[config.mk]
export PLATFORM = sky130hd
export DESIGN_NAME = spi_rx_framer_flat
export DESIGN_NICKNAME = d
export VERILOG_FILES = /design/src/rtl/spi_rx_framer_if.sv /design/src/rtl/spi_rx_framer.sv /design/src/flat_wrapper.sv
export SDC_FILE = /design/constraint.sdc
export NUM_CORES = 2
export LEC_CHECK = 0
export CELL_PAD_IN_SITES_DETAIL_PLACEMENT = 1
export CELL_PAD_IN_SITES_GLOBAL_PLACEMENT = 2
export CORE_ASPECT_RATIO = 1.75
export CORE_MARGIN = 5
export CORE_UTILIZATION = 46
export DETAILED_ROUTE_END_ITERATION = 7
export PLACE_DENSITY = 0.85
export SYNTH_ARGS = -nofsm -noshare
export SYNTH_HDL_FRONTEND = slang
export SYNTH_SLANG_ARGS = --single-unit
[constraint.sdc]
create_clock -name clk -period 3.75 [get_ports clk]
set_input_delay 0.5625 -clock clk [delete_from_list [all_inputs] [get_ports clk]]
set_output_delay 0.5625 -clock clk [all_outputs]
set_load 0.01 [all_outputs]
[src/rtl/spi_rx_framer_if.sv]
// Bus bundle between the SPI receive framer and its neighbours: the serial
// RX lines coming in and the Cypress-writer read-side signals.
//
// Handshake: msg_start and rd_req are single-cycle request pulses with no
// ready return. A pulse is acted on only in the state that accepts it
// (msg_start in READY, rd_req in DRAIN); otherwise it is ignored. fifo_q is
// registered and valid from the cycle after an accepted rd_req until the
// next accepted read. got_full_msg/msg_len act as the "message valid" pair.
// dbg_state encodes the framer state: 0 IDLE, 1 RECV, 2 READY, 3 DRAIN.
interface spi_rx_framer_if;
  logic        rx_clk;
  logic        rx_data;
  logic        rx_load;
  logic        rx_stop;
  logic        msg_start;
  logic        rd_req;
  logic [15:0] fifo_q;
  logic        got_full_msg;
  logic [7:0]  msg_len;
  logic        overflow;
  logic [1:0]  dbg_state;

  modport master (
    output rx_clk, rx_data, rx_load, rx_stop, msg_start, rd_req,
    input  fifo_q, got_full_msg, msg_len, overflow, dbg_state
  );

  modport slave (
    input  rx_clk, rx_data, rx_load, rx_stop, msg_start, rd_req,
    output fifo_q, got_full_msg, msg_len, overflow, dbg_state
  );
endinterface

[src/rtl/spi_rx_framer.sv]
// Receive-side SPI framer: oversamples the async RX lines, packs bits MSB
// first into 16-bit words, buffers one complete message and hands it to the
// Cypress writer word by word. rst_n is asynchronous and active low.
module spi_rx_framer #(
  parameter int MAX_WORDS   = 255,
  parameter int SYNC_STAGES = 2
) (
  input  logic            clk,
  input  logic            rst_n,
  spi_rx_framer_if.slave  bus
);

  typedef enum logic [1:0] {
    IDLE  = 2'd0,
    RECV  = 2'd1,
    READY = 2'd2,
    DRAIN = 2'd3
  } state_t;

  // Bit positions inside the bundled synchronizer word.
  localparam int B_CLK  = 0;
  localparam int B_DATA = 1;
  localparam int B_LOAD = 2;
  localparam int B_STOP = 3;

  logic [3:0]  sync_q [SYNC_STAGES];
  logic [3:0]  prev_q;
  logic [3:0]  cur_q;

  state_t      state;
  logic [14:0] sr;
  logic [3:0]  bitcnt;
  logic        wr_pend;
  logic [15:0] wr_word;
  logic [7:0]  wr_ptr;
  logic [7:0]  rd_ptr;
  logic [7:0]  wcnt;
  logic        close_pend;
  logic [15:0] fifo_q_r;
  logic        got_full_r;
  logic [7:0]  msg_len_r;
  logic        overflow_r;

  logic [15:0] mem [MAX_WORDS];

  logic        bit_acc;
  logic        bit_data;
  logic        bit_last;
  logic        load_fall;
  logic        stop_rise;
  logic        wr_room;
  logic [7:0]  close_len;

  // Synchronize all four RX lines and keep one extra sample for edge detection.
  always_ff @(posedge clk or negedge rst_n) begin
    if (!rst_n) begin
      for (int i = 0; i < SYNC_STAGES; i++) sync_q[i] <= 4'd0;
      prev_q <= 4'd0;
    end else begin
      sync_q[0] <= {bus.rx_stop, bus.rx_load, bus.rx_data, bus.rx_clk};
      for (int i = 1; i < SYNC_STAGES; i++) sync_q[i] <= sync_q[i-1];
      prev_q <= sync_q[SYNC_STAGES-1];
    end
  end

  assign cur_q     = sync_q[SYNC_STAGES-1];
  assign bit_acc   = cur_q[B_CLK] & ~prev_q[B_CLK] & cur_q[B_LOAD];
  assign bit_data  = cur_q[B_DATA];
  assign bit_last  = bit_acc && (bitcnt == 4'd15);
  assign load_fall = prev_q[B_LOAD] & ~cur_q[B_LOAD];
  assign stop_rise = cur_q[B_STOP] & ~prev_q[B_STOP];
  assign wr_room   = (wcnt < 8'(MAX_WORDS));
  // Length seen at close time includes a word being written this same cycle.
  assign close_len = wcnt + {7'd0, wr_pend & wr_room};

  // Message buffer; contents are don't-care after reset, so no reset here.
  always_ff @(posedge clk) begin
    if (wr_pend && wr_room) mem[wr_ptr] <= wr_word;
  end

  // Framer state machine: bit packing, message close, drain and overflow.
  always_ff @(posedge clk or negedge rst_n) begin
    if (!rst_n) begin
      state      <= IDLE;
      sr         <= 15'd0;
      bitcnt     <= 4'd0;
      wr_pend    <= 1'b0;
      wr_word    <= 16'd0;
      wr_ptr     <= 8'd0;
      rd_ptr     <= 8'd0;
      wcnt       <= 8'd0;
      close_pend <= 1'b0;
      fifo_q_r   <= 16'd0;
      got_full_r <= 1'b0;
      msg_len_r  <= 8'd0;
      overflow_r <= 1'b0;
    end else begin
      // A completed word lands in the buffer one cycle after its 16th bit.
      if (wr_pend) begin
        wr_pend <= 1'b0;
        if (wr_room) begin
          wr_ptr <= wr_ptr + 8'd1;
          wcnt   <= wcnt + 8'd1;
        end else begin
          overflow_r <= 1'b1;
        end
      end

      case (state)
        IDLE, RECV: begin
          if (bit_acc) begin
            sr    <= {sr[13:0], bit_data};
            state <= RECV;
            if (bit_last) begin
              wr_word <= {sr, bit_data};
              wr_pend <= 1'b1;
              bitcnt  <= 4'd0;
            end else begin
              bitcnt <= bitcnt + 4'd1;
            end
          end else if (load_fall && bitcnt != 4'd0) begin
            bitcnt     <= 4'd0;
            overflow_r <= 1'b1;
          end

          if (state == RECV && (stop_rise || close_pend)) begin
            if (bit_last) begin
              // Let the coincident word reach the buffer, then close.
              close_pend <= 1'b1;
            end else begin
              close_pend <= 1'b0;
              if (bit_acc || bitcnt != 4'd0) begin
                bitcnt     <= 4'd0;
                overflow_r <= 1'b1;
              end
              if (close_len != 8'd0) begin
                msg_len_r  <= close_len;
                got_full_r <= 1'b1;
                state      <= READY;
              end else begin
                state <= IDLE;
              end
            end
          end
        end

        READY: begin
          if (bit_acc) overflow_r <= 1'b1;
          if (bus.msg_start) begin
            got_full_r <= 1'b0;
            state      <= DRAIN;
          end
        end

        DRAIN: begin
          if (bit_acc) overflow_r <= 1'b1;
          if (bus.rd_req && rd_ptr < msg_len_r) begin
            fifo_q_r <= mem[rd_ptr];
            if (rd_ptr == msg_len_r - 8'd1) begin
              state     <= IDLE;
              rd_ptr    <= 8'd0;
              wr_ptr    <= 8'd0;
              wcnt      <= 8'd0;
              msg_len_r <= 8'd0;
            end else begin
              rd_ptr <= rd_ptr + 8'd1;
            end
          end
        end

        default: state <= IDLE;
      endcase
    end
  end

  assign bus.fifo_q       = fifo_q_r;
  assign bus.got_full_msg = got_full_r;
  assign bus.msg_len      = msg_len_r;
  assign bus.overflow     = overflow_r;
  assign bus.dbg_state    = state;

endmodule

[src/flat_wrapper.sv]
// flat-port wrapper written by rule: the top's interface ports become plain ports
module spi_rx_framer_flat 
#(
  parameter int MAX_WORDS   = 255,
  parameter int SYNC_STAGES = 2
)
  (clk, rst_n, bus_rx_clk, bus_rx_data, bus_rx_load, bus_rx_stop, bus_msg_start, bus_rd_req, bus_fifo_q, bus_got_full_msg, bus_msg_len, bus_overflow, bus_dbg_state);
  spi_rx_framer_if bus_i ();
  input  logic clk;
  input  logic rst_n;
  input wire logic [$bits(bus_i.rx_clk)-1:0] bus_rx_clk;
  input wire logic [$bits(bus_i.rx_data)-1:0] bus_rx_data;
  input wire logic [$bits(bus_i.rx_load)-1:0] bus_rx_load;
  input wire logic [$bits(bus_i.rx_stop)-1:0] bus_rx_stop;
  input wire logic [$bits(bus_i.msg_start)-1:0] bus_msg_start;
  input wire logic [$bits(bus_i.rd_req)-1:0] bus_rd_req;
  output wire logic [$bits(bus_i.fifo_q)-1:0] bus_fifo_q;
  output wire logic [$bits(bus_i.got_full_msg)-1:0] bus_got_full_msg;
  output wire logic [$bits(bus_i.msg_len)-1:0] bus_msg_len;
  output wire logic [$bits(bus_i.overflow)-1:0] bus_overflow;
  output wire logic [$bits(bus_i.dbg_state)-1:0] bus_dbg_state;
  assign bus_i.rx_clk = bus_rx_clk;
  assign bus_i.rx_data = bus_rx_data;
  assign bus_i.rx_load = bus_rx_load;
  assign bus_i.rx_stop = bus_rx_stop;
  assign bus_i.msg_start = bus_msg_start;
  assign bus_i.rd_req = bus_rd_req;
  assign bus_fifo_q = bus_i.fifo_q;
  assign bus_got_full_msg = bus_i.got_full_msg;
  assign bus_msg_len = bus_i.msg_len;
  assign bus_overflow = bus_i.overflow;
  assign bus_dbg_state = bus_i.dbg_state;
  spi_rx_framer #(.MAX_WORDS(MAX_WORDS), .SYNC_STAGES(SYNC_STAGES)) u_core (.clk(clk), .rst_n(rst_n), .bus(bus_i));
endmodule
---- Word level (Yosys, flattened, before mapping) ----
Memory sizes are Yosys's and may differ from the RTL's. A register that Yosys moved wholly into a read port is not among the register bits.
Index checks and enable logic that the tools add are counted.
cells by class
  eq/ne operators ......................... 11
  bitwise logic cells ..................... 8
  mux-type cells .......................... 50
  reduce and logical (&&, ||, !) cells .... 22
  add/sub/neg operators ................... 6
  magnitude comparators ................... 2
operator list
  kind                                                                 number
  8-bit 2-to-1 mux                                                     16
  8-bit by 1-bit adder with 8-bit output (second input constant)       3
  4-bit 2-to-1 mux                                                     6
  1-bit 2-to-1 mux                                                     17
  8-bit one-hot mux with 2 select lines                                1
  2-bit 2-to-1 mux                                                     7
  8-bit by 1-bit adder with 8-bit output                               1
  8-bit == test                                                        1
  8-bit less-than comparator                                           1
  8-bit less-than comparator (second input constant)                   1
  2-bit by 1-bit != test with 1-bit output (second input constant)     4
  8-bit nonzero test                                                   1
  8-bit by 1-bit subtractor with 8-bit output (second input constant)  1
  2-bit one-hot mux with 3 select lines                                1
  2-bit AND reduction                                                  3
  3-bit AND reduction                                                  2
  6-bit AND reduction                                                  1
  1-bit AND                                                            5
  1-bit logical AND                                                    5
  5-bit AND reduction                                                  1
  4-bit by 1-bit adder with 4-bit output (second input constant)       1
  2-bit == test (second input constant)                                2
  4-bit == test (second input constant)                                1
  2-bit != test (second input constant)                                2
  other kinds (9)                                                      15
word-level totals
  memories ................................ 1
  bits in writable memories ............... 4080
  word-level logic and storage cells ...... 115
  register bits after elaboration ......... 85
memory list
  name        depth  width  read ports  clocked after Yosys merged registers in  write ports  line                 RTL
  u_core.mem  255    16     1           1                                        1            spi_rx_framer.sv:44  logic [15:0] mem [MAX_WORDS];

---- Longest topological paths before layout ----
  depth after elaboration ................. 9
  gate-level depth with buffers ........... 15
  depth with buffers taken out ............ 11

---- Least setup slack after synthesis ----
No wires, ideal clock.
  kind .................................... reg-to-reg
  start ................................... register u_core.wr_word[0]
  end ..................................... memory u_core.mem[0][0] (data pin)
  setup time .............................. 801 ps
  arrival ................................. 3169 ps
  slack ................................... -220 ps
  period minus slack after synthesis ...... 3970 ps
  stages on the path, launching flop included .. 1
  path through ............................ dfrtp_1
RTL lines
  item                    line                  RTL
  from (decl)             spi_rx_framer.sv:34   logic [15:0] wr_word;
  from (signal assigned)  spi_rx_framer.sv:115  wr_word <= {sr, bit_data};
  to (decl)               spi_rx_framer.sv:44
No word-level cell before the write port.

---- Final worst setup path ----
  start ................................... register u_core.rd_ptr[2]
  end ..................................... register u_core.fifo_q_r[2] (netlist: u_core.bus.fifo_q[2]), read port of u_core.mem
between the ends
  longest elaborated chain between the ends .. 3
ends and longest elaborated chain
  item                                  line                  RTL
  from (decl)                           spi_rx_framer.sv:36   logic [7:0] rd_ptr;
  from (signal assigned)                spi_rx_framer.sv:166  rd_ptr <= rd_ptr + 8'd1;
  8-bit less-than comparator            spi_rx_framer.sv:157  if (bus.rd_req && rd_ptr < msg_len_r) begin
  1-bit logical AND                     spi_rx_framer.sv:157
  2-bit AND reduction (no source line)  -
  to (decl)                             spi_rx_framer.sv:39   logic [15:0] fifo_q_r;
Parallel ways exist; a longest one is shown, timed or not.
A chain may end at the register's enable or synchronous reset.

==> metrics <==
status finished with violations; failing checks setup timing; crit path to u_core.bus.fifo_q[2]; FP Rows approximately 290; Rel. slew slack roughly 9.1%; Area growth syn-to-layout 14.5%; Pwr Density roughly 630 nW/um^2; grt ovf 0; Worst Tran Pin Value 1.36 ns; multi-input combinational cell area 34400 sq um; RR Startpoint u_core.rd_ptr[2]; initial drt markers between 10000 and 15000; largest net degree at the start of global routing roughly 130; max_cap viols 0; Yosys cell types 71; Critical Path Fanout Max 30; R2R Path End u_core.bus.fifo_q[2]; core area about 350000 sq um; Synth Warn # 0; global-route wire length before repair 709000 microns; Critical path origin u_core.rd_ptr[2]; clock share of power between 30% and 40%; Post-synth EDFFs 4080; final RePlAce weighted congestion around 0.91; Post-Route WL 506000 microns; CP startpoint kind register; leading area contributor after synthesis edfxtp_1; share of the synthesized area in the top cell type about three quarters; DR pass1 iterations 6; drt via density about 6.6; filler instances approximately 30000; P_leak approximately 61 nW; Synth async-reset ratio roughly 2.4%; Register Area about 130000 sq um; Area contributors post-synth edfxtp_1 76%, mux4_2 15%, dfrtp_1 1.6%, mux2i_1 1.5%, nor2_1 0.76%; HP Class primary input to register; Syn Std Cell Area between 150000 and 200000 sq um; Final Worst Setup Slack -0.134 ns; CP Class register to register; nets ~8000; vias in the first global route slightly below 90000; reg2reg path depth 9; Final Util a little over half; Internal between 0.08 and 0.09 W; Critical Path RT between 4 and 5 ns; share of post-route cells with drive strength above 1 30.8%; fin crit share 104%; Die Y 793 microns; post-synthesis sequential area ratio 77.5%; Port Buffers 35; Post-Place Cells ~12000; drt wl/cell approximately 39 microns; DP Area around 170000 sq um; # IOs 36; skew final 0.0673 ns; final setup fails 7; critical path capture point type register; Sink Count 4180; CTS root buf clkbuf_16; post-route ant nets 0; CP arrival around 4.7 ns; total track usage around 28%; Reg clk slew, reported paths 0.07 ns; Initial Utilization between 40% and 50%; Gate Count Post-Synth just over 7000; hold_ws between 0.08 and 0.09 ns; #FFs+latches synth 4180; Seq pwr share between 40 and 50%; Mean Syn Cell Area 22.4 sq um; Max VDD drop roughly 0.00043 V; clk_lat worst skew slightly below 1 ns; routed vias roughly 85000; endpoints failing hold 0; fmax 0.257 GHz; Die W ~460 microns; hold depth 1; Max Slew Vio Count 0; Comb pwr share between 20% and 30%; CTS H-Tree Depth 5; reported net switching power roughly 0.033 W; ys flop type edfxtp_1; initial antenna violation count 32; Finished Layout Cells between 10000 and 15000; Post-DP HPWL around 310000 microns; Post-Layout Inst Area 185000 sq um; post-synth net total roughly 7200; Bufs on Longest Clock Path 4; switching share of power around 29%; drt drc 0; DIE AREA 363000 sq um; post-layout power roughly 0.12 W; CTS tree done; Num CTS Buffers 341; post-route minimum period 3.88 ns; Worst R2R Setup Slack -0.13 ns
==> synthesized netlist by cell type (10+ instances only) <==
cell and number:
nand4_1 11, buf_6 22, nor3_1 26, xnor2_1 14
a211oi_1 28, buf_2 134, nand3_1 49, xor2_1 15
nor2b_1 25, nor4_1 10, buf_1 20, o31ai_1 10
nor2_1 327, mux4_2 1080, clkbuf_1 139, o221ai_1 34
ha_1 19, o21ai_0 61, a2111oi_0 14, a221oi_1 23
edfxtp_1 4080, o22ai_1 65, mux2i_1 244, inv_1 23
dfrtp_1 100, mux2_2 46, o2111ai_1 11, a22oi_1 50
a21oi_1 67, a31oi_1 15, buf_4 97, nand2_1 189
and2_1 19, o211ai_1 27
==> area by class of cell <==
type | count | share of cell area [%]
Antenna cell | 24 | 0.0325
Multi-Input combinational cell | 2568 | 18.6
Timing Repair Buffer | 827 | 4.39
Clock inverter | 208 | 1.19
Tap cell | 4624 | 3.13
Inverter | 26 | 0.0609
Sequential cell | 4180 | 67.7
Clock buffer | 403 | 4.87
==> placed cells by master, fill, tap and decap left out, types with 58 or more instances in the layout <==
master     instances
edfxtp_1        4080
mux4_2          1080
buf_4            643
clkbuf_16        352
nor2_1           295
mux2i_1          242
nand2_1          171
buf_12           144
dfrtp_1           77
clkinv_1          70
o22ai_1           65
a21oi_1           64
o21ai_0           58
clkinv_2          58
==> kinds of logic after synthesis <==
logic type,Yosys count,synth area share (%)
buffers and inverters,439,1.46
DFF,4180,77.5
AOI/OAI and AO/OA,464,2.02
xor gates and xnor gates,29,0.157
and+or+nand+nor,686,1.82
muxes,1370,16.9
adders and majority gates,19,0.147
==> what timing repair did <==
item                                   in CTS  in global routing
endpoints found under the hold margin      61                  0
setup endpoints to repair                  15                 25
buffers inserted                            2                  6
gates resized for setup                    26                 25
pin swaps                                   0                  4
hold buffers                                1                  0
==> per-layer routing <==
layer,vias up,wire (microns),GRT usage (%)
li1,31800,-,-
met2,6605,253000,46.4
met4,20,46600,20.4
met5,-,133,0
met1,44600,156000,31.5
met3,1689,50300,5.84
==> how the worst min path moves through the flow <==
stage                     slack, ns                to        startpoint
after floorplan                0.27  u_core.bitcnt[0]             rst_n
after global placement         0.34   u_core.cur_q[3]  u_core.sync_q[7]
after detailed placement       0.34   u_core.cur_q[0]  u_core.sync_q[4]
after CTS                      0.02  u_core.sync_q[6]       bus_rx_load
after global routing           0.08  u_core.sync_q[6]       bus_rx_load
final                          0.09  u_core.sync_q[6]       bus_rx_load
==> power groups by stage <==
stage	combinational [W]	sequential (W)	clock, W
global route	0.0278	0.0513	0.0397
finish	0.0273	0.0514	0.0370
global placement	0.0254	0.0524	0
floorplan	0.0159	0.0520	0
detailed placement	0.0260	0.0524	0
CTS	0.0266	0.0514	0.0373
==> flip-flops by register name, indices dropped and copies added (netlist names), 8 cells and up <==
signal	count
u_core.wr_word	16
u_core.sr	15
u_core.rd_ptr	8
u_core.mem	4080
u_core.wcnt	8
u_core.bus.fifo_q	16
u_core.wr_ptr	8
u_core.bus.msg_len	8
==> worst max-delay path: stages, from the launching register on <==
cell      delay, ns
dfrtp_4        0.65
inv_8          0.47
buf_12         0.25
buf_4          0.31
mux2i_1        0.39
o22ai_1        0.20
a21oi_1        0.21
o211ai_1       0.33
a221oi_4       0.62
o311ai_0       0.22
==> stage by stage <==
step | TNS (ns) | setup slack (ns)
6_report | -0.246 | -0.134
3_5_place_dp | -2.26 | -0.608
5_1_grt | -0.0149 | -0.0149
3_3_place_gp | -1.92 | -0.446
2_1_floorplan | 0 | 0.571
4_1_cts | 0 | 0.00443
Note: power is estimated with default switching activity, not from simulation.
